## config.mk

```make
export PLATFORM = sky130hd
export DESIGN_NAME = bram_arbiter
export DESIGN_NICKNAME = d
export VERILOG_FILES = /design/src/rtl/bram_arbiter.sv
export SDC_FILE = /design/constraint.sdc
export NUM_CORES = 1
export LEC_CHECK = 0
export BUFFER_PORTS_ARGS = -buffer_cell sky130_fd_sc_hd__buf_4
export CAP_MARGIN = 5
export CORE_ASPECT_RATIO = 0.7
export CORE_MARGIN = 2
export CORE_UTILIZATION = 45
export DETAILED_ROUTE_END_ITERATION = 6
export GPL_TIMING_DRIVEN = 0
export PLACE_DENSITY_LB_ADDON = 0.05
export SYNTH_ARGS = -nofsm -noshare
export SYNTH_HDL_FRONTEND = slang
export SYNTH_SLANG_ARGS = --single-unit
```

## constraint.sdc

```tcl
create_clock -name clk -period 1.82 [get_ports clk]
set_input_delay 0.091 -clock clk [delete_from_list [all_inputs] [get_ports clk]]
set_output_delay 0.091 -clock clk [all_outputs]
set_load 0.01 [all_outputs]
```

## src/rtl/bram_arbiter.sv

```systemverilog
// bram_arbiter
//   Round-robin arbiter for two requesters sharing one single-port bram
//   (registered output, one-cycle read latency at the bram).
//   Each requester has a req/ack command handshake and a tagged read-return
//   path. The command and the return path are fully pipelined and never stall.
//
// Ports
//   clk, reset                 system clock, async active-high reset
//   req/rw/addr/wdata (0,1)    command request, type (0=read 1=write), payload
//   ack (0,1)                  one-cycle pulse: command accepted
//   rvalid/rdata (0,1)         one-cycle pulse plus held read data
//   mem_data/mem_readWrite/mem_addr   command to the bram
//   mem_out                    bram registered read data
module bram_arbiter #(
    parameter int DATA_W = 8,
    parameter int ADDR_W = 8
) (
    input  logic              clk,
    input  logic              reset,
    input  logic              req0,
    input  logic              rw0,
    input  logic [ADDR_W-1:0] addr0,
    input  logic [DATA_W-1:0] wdata0,
    output logic              ack0,
    output logic              rvalid0,
    output logic [DATA_W-1:0] rdata0,
    input  logic              req1,
    input  logic              rw1,
    input  logic [ADDR_W-1:0] addr1,
    input  logic [DATA_W-1:0] wdata1,
    output logic              ack1,
    output logic              rvalid1,
    output logic [DATA_W-1:0] rdata1,
    output logic [DATA_W-1:0] mem_data,
    output logic              mem_readWrite,
    output logic [ADDR_W-1:0] mem_addr,
    input  logic [DATA_W-1:0] mem_out
);

    logic              elig0;
    logic              elig1;
    logic              grant_any;
    logic              grant_port;
    logic              sel_rw;
    logic [ADDR_W-1:0] sel_addr;
    logic [DATA_W-1:0] sel_wdata;

    // Port most recently granted; the other port wins a tie.
    logic              last_port;

    // Read-return tags: stage 1 follows the issue, stage 2 lines up with
    // the bram output becoming valid.
    logic              tag1_valid;
    logic              tag1_port;
    logic              tag2_valid;
    logic              tag2_port;

    always_comb begin
        // A port whose ack is high this cycle is still holding the
        // request it just had accepted, so it is masked out.
        elig0     = req0 & ~ack0;
        elig1     = req1 & ~ack1;
        grant_any = elig0 | elig1;
        if (elig0 && elig1) begin
            grant_port = ~last_port;
        end else begin
            grant_port = elig1;
        end
        if (grant_port) begin
            sel_rw    = rw1;
            sel_addr  = addr1;
            sel_wdata = wdata1;
        end else begin
            sel_rw    = rw0;
            sel_addr  = addr0;
            sel_wdata = wdata0;
        end
    end

    // Issue stage
    always_ff @(posedge clk or posedge reset) begin
        if (reset) begin
            ack0          <= 1'b0;
            ack1          <= 1'b0;
            mem_readWrite <= 1'b0;
            mem_addr      <= '0;
            mem_data      <= '0;
            last_port     <= 1'b1;
            tag1_valid    <= 1'b0;
            tag1_port     <= 1'b0;
        end else begin
            ack0          <= grant_any & ~grant_port;
            ack1          <= grant_any & grant_port;
            // Idle cycles fall back to a read so a write is never repeated.
            mem_readWrite <= 1'b0;
            tag1_valid    <= 1'b0;
            if (grant_any) begin
                last_port     <= grant_port;
                mem_readWrite <= sel_rw;
                mem_addr      <= sel_addr;
                mem_data      <= sel_wdata;
                tag1_valid    <= ~sel_rw;
                tag1_port     <= grant_port;
            end
        end
    end

    // Return stage
    always_ff @(posedge clk or posedge reset) begin
        if (reset) begin
            tag2_valid <= 1'b0;
            tag2_port  <= 1'b0;
            rvalid0    <= 1'b0;
            rvalid1    <= 1'b0;
            rdata0     <= '0;
            rdata1     <= '0;
        end else begin
            tag2_valid <= tag1_valid;
            tag2_port  <= tag1_port;
            rvalid0    <= tag2_valid & ~tag2_port;
            rvalid1    <= tag2_valid & tag2_port;
            if (tag2_valid && !tag2_port) begin
                rdata0 <= mem_out;
            end
            if (tag2_valid && tag2_port) begin
                rdata1 <= mem_out;
            end
        end
    end

endmodule

```

==> results of run 1 <==
==> routing by layer <==
| metal | part of all wire, % | GRT usage, % |
|---|---|---|
| met1 | 44 | 23.7 |
| met2 | 47 | 29.3 |
| met3 | 7.7 | 6.01 |
| met4 | 0.87 | 5.26 |
| met5 | 0 | 0 |
==> cell usage after synthesis <==
cell | instances | area (sq um)
a221o_1 | 16 | 160
buf_2 | 2 | 10.0
and2b_2 | 1 | 8.76
inv_1 | 4 | 15.0
mux2i_1 | 1 | 10.0
dfrtp_1 | 41 | 1030
buf_4 | 2 | 15.0
a221oi_1 | 1 | 8.76
mux2_2 | 16 | 180
buf_8 | 1 | 15.0
o21a_1 | 1 | 7.51
dfstp_2 | 1 | 26.3
a21o_1 | 1 | 7.51
nand2_1 | 1 | 3.75
nand3b_1 | 1 | 7.51
nor2b_4 | 1 | 13.8
nand2b_1 | 1 | 6.26
a21oi_2 | 1 | 8.76
nor3b_1 | 16 | 120
buf_6 | 4 | 45.0
a21boi_0 | 1 | 7.51
a22o_2 | 1 | 10.0
nand2b_4 | 1 | 13.8
==> per-stage QoR <==
step                      instances  area, sq um
final                           257         2510
after global routing            257         2510
after CTS                       257         2510
after detailed placement        248         2400
after global placement          248         2400
after floorplan                 116         1730
==> power by group through the flow <==
stage / Sequential [W] / Combinational, W / Clock [W]
after global routing: 0.00138 / 0.00113 / 0.000666
after floorplan: 0.00147 / 0.000399 / 0
after CTS: 0.00135 / 0.00107 / 0.000612
after detailed placement: 0.00136 / 0.00107 / 0
after global placement: 0.00134 / 0.00104 / 0
final: 0.00134 / 0.00105 / 0.000599
==> cells by family (layout without fill, tap and decap cells) <==
group	Yosys count	in the layout	synth area share, %
multiplexers	17	17	11.0
flip-flops	42	42	60.9
AND/OR/NAND/NOR	22	22	10.1
AO/OA/AOI/OAI	22	22	12.2
buffers and inverters	13	104	5.80
==> registers in the layout, indices dropped and copies added, names as in the netlist <==
| signal | count |
|---|---|
| ack0 | 1 |
| ack1 | 1 |
| last_port | 1 |
| mem_addr | 8 |
| mem_data | 8 |
| mem_readWrite | 1 |
| rdata0 | 8 |
| rdata1 | 8 |
| rvalid0 | 1 |
| rvalid1 | 1 |
| tag1_port | 1 |
| tag1_valid | 1 |
| tag2_port | 1 |
| tag2_valid | 1 |
==> layout by cell type, fill, tap and decap left out <==
master / count
a21boi_0: 1
a21o_1: 1
a21oi_2: 1
a221o_1: 16
a221oi_1: 1
a22o_2: 1
and2b_2: 1
buf_2: 2
buf_4: 84
buf_6: 4
buf_8: 1
clkbuf_1: 1
clkbuf_8: 6
clkinv_2: 1
dfrtp_1: 41
dfstp_2: 1
dlygate4sd3_1: 1
inv_1: 3
inv_2: 1
mux2_2: 16
mux2i_1: 1
nand2_1: 1
nand2b_1: 1
nand2b_4: 1
nand3b_1: 1
nor2b_4: 1
nor3b_1: 16
o21a_1: 1
==> area by class of cell <==
type	count	area, sq um
tap	50	62.6
sequential	42	1050
multi-input combinational	61	574
timing repair buffer	83	626
buffer	9	85.1
clock inverter	1	5.00
clock buffer	7	86.3
fill	286	1100
inverter	4	15.0
==> final timing paths <==
check                            from          end
min in group clk             addr0[6]  mem_addr[6]
min                             reset    rdata0[7]
max in group asynchronous       reset  mem_data[6]
min reg2reg                tag1_valid   tag2_valid
max                              ack1  mem_data[1]
max reg2reg                      ack1  mem_data[1]
==> timing repair <==
action,4_1_cts,5_1_grt
hold buffers,1,0
buffers inserted,0,0
hold endpoints to repair,1,0
gates resized for setup,0,0
==> impl_metrics.csv, run 1 <==
group,metric,value,unit
outcome,run_status,"complete, but fails checks",
outcome,violations,"hold timing",
floorplan,coreArea,3600,sq um
floorplan,die-height,55.8,um
global_routing,antenna_found_initial,0,
cts,root_buffer,"clkbuf_8",
critical_path,cp_max_fo,10,
timing,drv_slew,0,
critical_path,crit_arrival,1.58,ns
timing,tns,0,ns
timing,worstMarginPinSlew,0.828,ns
timing,period_needed,1.41,ns
power,p_comb_share,35.1,%
run,max_cap_viol_count,0,
power,internal_power,0.00215,W
cts,cts_sinks,42,
route,ant_nets,0,
cts,cts_buffer_depth,2,
cts,tritoncts.num_buffers,5,
placed_design,portBuffers,82,
critical_path,crit_type,"flip-flop to flip-flop",
route,viasPerCell,5.06,
logic_synthesis,syn_area,1730,sq um
critical_path,worst-path-buf-inv,2,
placed_design,dpl.hpwl,2770,um
critical_path,cp_top_family,"compound AO/OA/AOI/OAI gates",
route,drc,0,
critical_path,endpoint_kind,"flip-flop",
timing,hold_viol_final,41,
logic_synthesis,syn_area_per_cell,14.9,sq um
power,p_clk_share,20.0,%
power,ir_drop,912,uV
route,vias,1300,
route,dr.pass1.iters,4,
logic_synthesis,synth_warnings,0,
critical_path,worstRegToRegCells,5,
floorplan,fp.dieW,78.0,um
cts,htree_levels,2,
logic_synthesis,ys_seq_elements,42,
timing,finalSetupViolations,0,
critical_path,crit_required,1.99,ns
timing,period_share,77.7,%
layout,diodes,0,
power,p_leak,1.22,nW
timing,finalClockSkew,0.00289,ns
critical_path,cp.depth,5,
route,wl_per_cell,14.3,um
power,switchingPower,0.000849,W
layout,fin_util,69.5,%
cts,worstSkewPairLatency,0.28,ns
route,drt_iter0_drc,47,
logic_synthesis,syn_nets,162,
critical_path,critPathMaxStageDelay,0.39,ns
global_routing,grt.overflow.total,0,
hold_path,min_path_type,"input pin to asynchronous set/reset pin",
critical_path,crit_chain,"nand2b_4 -> o21a_1 -> buf_6 -> buf_8 -> a221o_1",
layout,layout.nets,252,
global_routing,grt_max_degree,43,
timing,rsz0062_at_grt,"no",
timing,max_slew_margin,44.7,%
placed_design,gp_congestion,0.696,
floorplan,rows,18,
floorplan,start_util,47.9,%
layout,syn_to_final_growth,45.1,%
global_routing,grt_pass1_wl,6240,um
power,power,0.00300,W
power,powerDensity,1200,nW/um^2
power,seqPwrFrac,44.9,%
logic_synthesis,yosysSeqAreaShare,60.9,%
floorplan,ios,83,
cts,cts_tree,"built",
logic_synthesis,yosysUniqueCellTypes,23,
layout,drive_above_1_share,58.5,%
global_routing,grtUsageTotal,18.2,%
floorplan,dieArea,4360,sq um
cts,path_clk_slew,0.07,ns
critical_path,worst_setup_path_start_kind,"flip-flop",
global_routing,grt_pass1_vias,1360,
timing,holdWs,-0.0236,ns
critical_path,ff2ff_setup_slack,0.41,ns
logic_synthesis,syn_inst,116,
power,p_sw_share,28.4,%
route,postRouteWirelength,3670,um
critical_path,slowest_stage,"dfrtp_1",
timing,fin_ws,0.406,ns
timing,clock.fmax,707,MHz
placed_design,place_ws,0.413,ns
Note: power is estimated with default switching activity, not from simulation.
==> run 2, diff against run 1 <==
--- a/config.mk
+++ b/config.mk
@@ -5,11 +5,12 @@
 export SDC_FILE = /design/constraint.sdc
 export NUM_CORES = 1
 export LEC_CHECK = 0
+export ABC_AREA = 1
 export BUFFER_PORTS_ARGS = -buffer_cell sky130_fd_sc_hd__buf_4
 export CAP_MARGIN = 5
 export CORE_ASPECT_RATIO = 0.7
 export CORE_MARGIN = 2
-export CORE_UTILIZATION = 45
+export CORE_UTILIZATION = 47
 export DETAILED_ROUTE_END_ITERATION = 6
 export GPL_TIMING_DRIVEN = 0
 export PLACE_DENSITY_LB_ADDON = 0.05
==> constraint.sdc (replaced) <==
create_clock -name clk -period 1.45 [get_ports clk]
set_input_delay 0.0725 -clock clk [delete_from_list [all_inputs] [get_ports clk]]
set_output_delay 0.0725 -clock clk [all_outputs]
set_load 0.01 [all_outputs]
==> impl_metrics.csv, run 2 <==
group,metric,value,unit
timing,finalClockSkew,0.00919,ns
route,vias,1755,
hold_path,hp-start,"wdata0[1]",
logic_synthesis,synthTopCellsByCount,"nand2_1, nand3_1, dfrtp_1, inv_1, o21ai_0",
layout,layout_common_cells,"buf_4, nand2_1, nand3_1",
cts,cts_tree,"built",
timing,max_slew_margin,42.0,%
route,postRouteWirelength,4500,um
power,powerDensity,1570,nW/um^2
layout,syn_to_final_growth,40.1,%
logic_synthesis,syn_nets,268,
global_routing,grtUsageTotal,20.7,%
global_routing,grt_max_degree,43,
critical_path,crit_chain,"nand2_1 -> clkbuf_1 -> o21ai_0",
global_routing,grt_pass1_wl,7420,um
floorplan,dieArea,4680,sq um
floorplan,coreArea,3950,sq um
route,viasPerCell,4.81,
timing,worstMarginPinSlew,0.869,ns
logic_synthesis,synth.largest_area_cell,"dfrtp_1",
timing,period_needed,1.26,ns
cts,htree_levels,2,
critical_path,ff2ff_setup_slack,0.19,ns
cts,postCtsSetupBuffers,0,
global_routing,antenna_found_initial,0,
floorplan,die-height,57.9,um
logic_synthesis,synth_warnings,0,
placed_design,portBuffers,82,
global_routing,grt.overflow.total,0,
cts,root_buffer,"clkbuf_8",
floorplan,rows,19,
route,dr.pass1.iters,4,
logic_synthesis,syn_area_per_cell,8.78,sq um
timing,period_share,87.0,%
hold_path,min_path_type,"input pin to flip-flop",
route,ant_nets,0,
logic_synthesis,yosysSeqAreaShare,54.0,%
critical_path,cp_max_fo,10,
timing,drv_slew,0,
route,wl_per_cell,12.3,um
cts,tritoncts.num_buffers,5,
cts,path_clk_slew,0.08,ns
route,drc,0,
critical_path,critPathMaxStageDelay,0.38,ns
timing,rsz0062_at_grt,"no",
critical_path,crit_required,1.61,ns
logic_synthesis,synthFlopType,"dfrtp_1",
global_routing,grt_pass1_vias,1653,
logic_synthesis,synth_top_cell_area_share,52.7,%
logic_synthesis,syn_area,1950,sq um
critical_path,worstRegToRegCells,3,
hold_path,holdPathStages,3,
timing,clock.fmax,792,MHz
hold_path,hold_path_end,"mem_data[1]",
logic_synthesis,yosysUniqueCellTypes,19,
cts,cts_resized,0,
cts,cts_buffer_depth,2,
cts,cts_sinks,42,
placed_design,dpl.hpwl,3250,um
critical_path,cp-startpoint,"tag2_port",
layout,final_common_cell,"buf_4",
floorplan,ios,83,
cts,worstSkewPairLatency,0.29,ns
floorplan,start_util,49.4,%
layout,fin_cells,365,
timing,tns,0,ns
outcome,run_status,"finished, final reports clean",
logic_synthesis,syn_inst,222,
placed_design,gp_congestion,0.728,
power,p_leak,1.54,nW
floorplan,fp.dieW,81.0,um
logic_synthesis,post-synth-top-count-cell,"nand2_1",
timing,finalSetupViolations,0,
layout,layout.nets,359,
power,ir_drop,1020,uV
critical_path,r2r-end,"rdata1[1]",
timing,hold_viol_final,0,
logic_synthesis,synth_enable_flop_cells,0,
logic_synthesis,synthTopCellsByArea,"dfrtp_1, nand3_1, nand2_1, inv_1, o21ai_2",
layout,drive_above_1_share,36.4,%
logic_synthesis,async_flop_share,100,%
critical_path,crit_arrival,1.42,ns
critical_path,crit_type,"flip-flop to flip-flop",
route,drt_iter0_drc,93,
critical_path,worst_setup_path_start_kind,"flip-flop",
placed_design,dp.cells,356,
critical_path,endpoint_kind,"flip-flop",
layout,diodes,0,
critical_path,slowest_stage,"dfrtp_1",
run,max_cap_viol_count,0,
logic_synthesis,ys_seq_elements,42,
critical_path,r2r_start,"tag2_port",
run 2: cell types whose count changed in the layout (fill, tap and decap cells not counted), sizes merged, moves of 2 or more:
| cell | change |
|---|---|
| o21ai | +17 |
| inv | +32 |
| nor3b | -16 |
| nand2b | -2 |
| a221o | -16 |
| clkbuf | +3 |
| mux2 | -16 |
| nor2 | +4 |
| nand3 | +51 |
| nand2 | +58 |
run 2: routing by layer:
metal,vias to the layer above,GRT usage (%),wire length (um)
li1,871,-,-
met5,-,0,0
met4,0,5.08,45
met2,63,31.3,1950
met3,6,6.54,379
met1,815,29.3,2130
run 2: how the worst max path moves through the flow:
stage          depth (start not counted)          end  slack, ns
6_report                               3    rdata1[1]       0.19
5_1_grt                                3    rdata1[1]       0.09
4_1_cts                                4    rdata1[0]       0.17
3_5_place_dp                           4    rdata1[0]       0.18
3_3_place_gp                           2    rdata0[3]      -0.17
2_1_floorplan                          7  mem_addr[1]       0.30
run 2: critical path: cells and delay by family, from the launching register on:
kind                   cells  cell delay, ns
AO/OA/AOI/OAI              1            0.15
flip-flops                 1            0.38
AND/OR/NAND/NOR            1            0.23
buffers and inverters      1            0.38
run 2: metrics by stage:
stage / setup slack (ns) / power [W] / util [%] / area [sq um] / hold slack (ns)
after global placement: -0.166 / 0.00355 / 66.6 / 2630 / 0.300
after global routing: 0.0850 / 0.00458 / 69.2 / 2730 / 0.0132
after detailed placement: 0.180 / 0.00359 / 66.6 / 2630 / 0.308
after floorplan: 0.296 / 0.00273 / - / 1950 / 0.217
final: 0.188 / 0.00428 / 69.2 / 2730 / 0.00167
after CTS: 0.170 / 0.00432 / 69.2 / 2730 / 0.000966
run 2: area by class of cell:
class / instances / area (sq um)
flip-flops and latches: 42 / 1050
repair buffers: 84 / 636
multi-input cells: 132 / 623
plain buffers: 12 / 138
clock buffers: 6 / 72.6
fillers: 344 / 1220
well taps: 52 / 65.1
inverters: 36 / 135
clock inverters: 1 / 7.51
run 2: repair_timing:
item / in CTS / in global routing
hold endpoints to repair: 34 / 0
setup endpoints to repair: 0 / 0
hold buffers: 2 / 0
run 2: report_power, final:
| group | internal, W | total [W] | switching [W] |
|---|---|---|---|
| Sequential | 0.00158 | 0.00180 | 0.000218 |
| Combinational | 0.000889 | 0.00176 | 0.000871 |
| Clock | 0.000330 | 0.000718 | 0.000388 |
run 2: kinds of logic (layout without fill, tap and decap cells):
logic type             Yosys count  count (layout)  share of synthesized area (%)
flip-flops                      42              42                           54.0
AO/OA/AOI/OAI                   17              17                           5.91
AND/OR/NAND/NOR                115             115                           26.1
buffers and inverters           48             139                           14.0
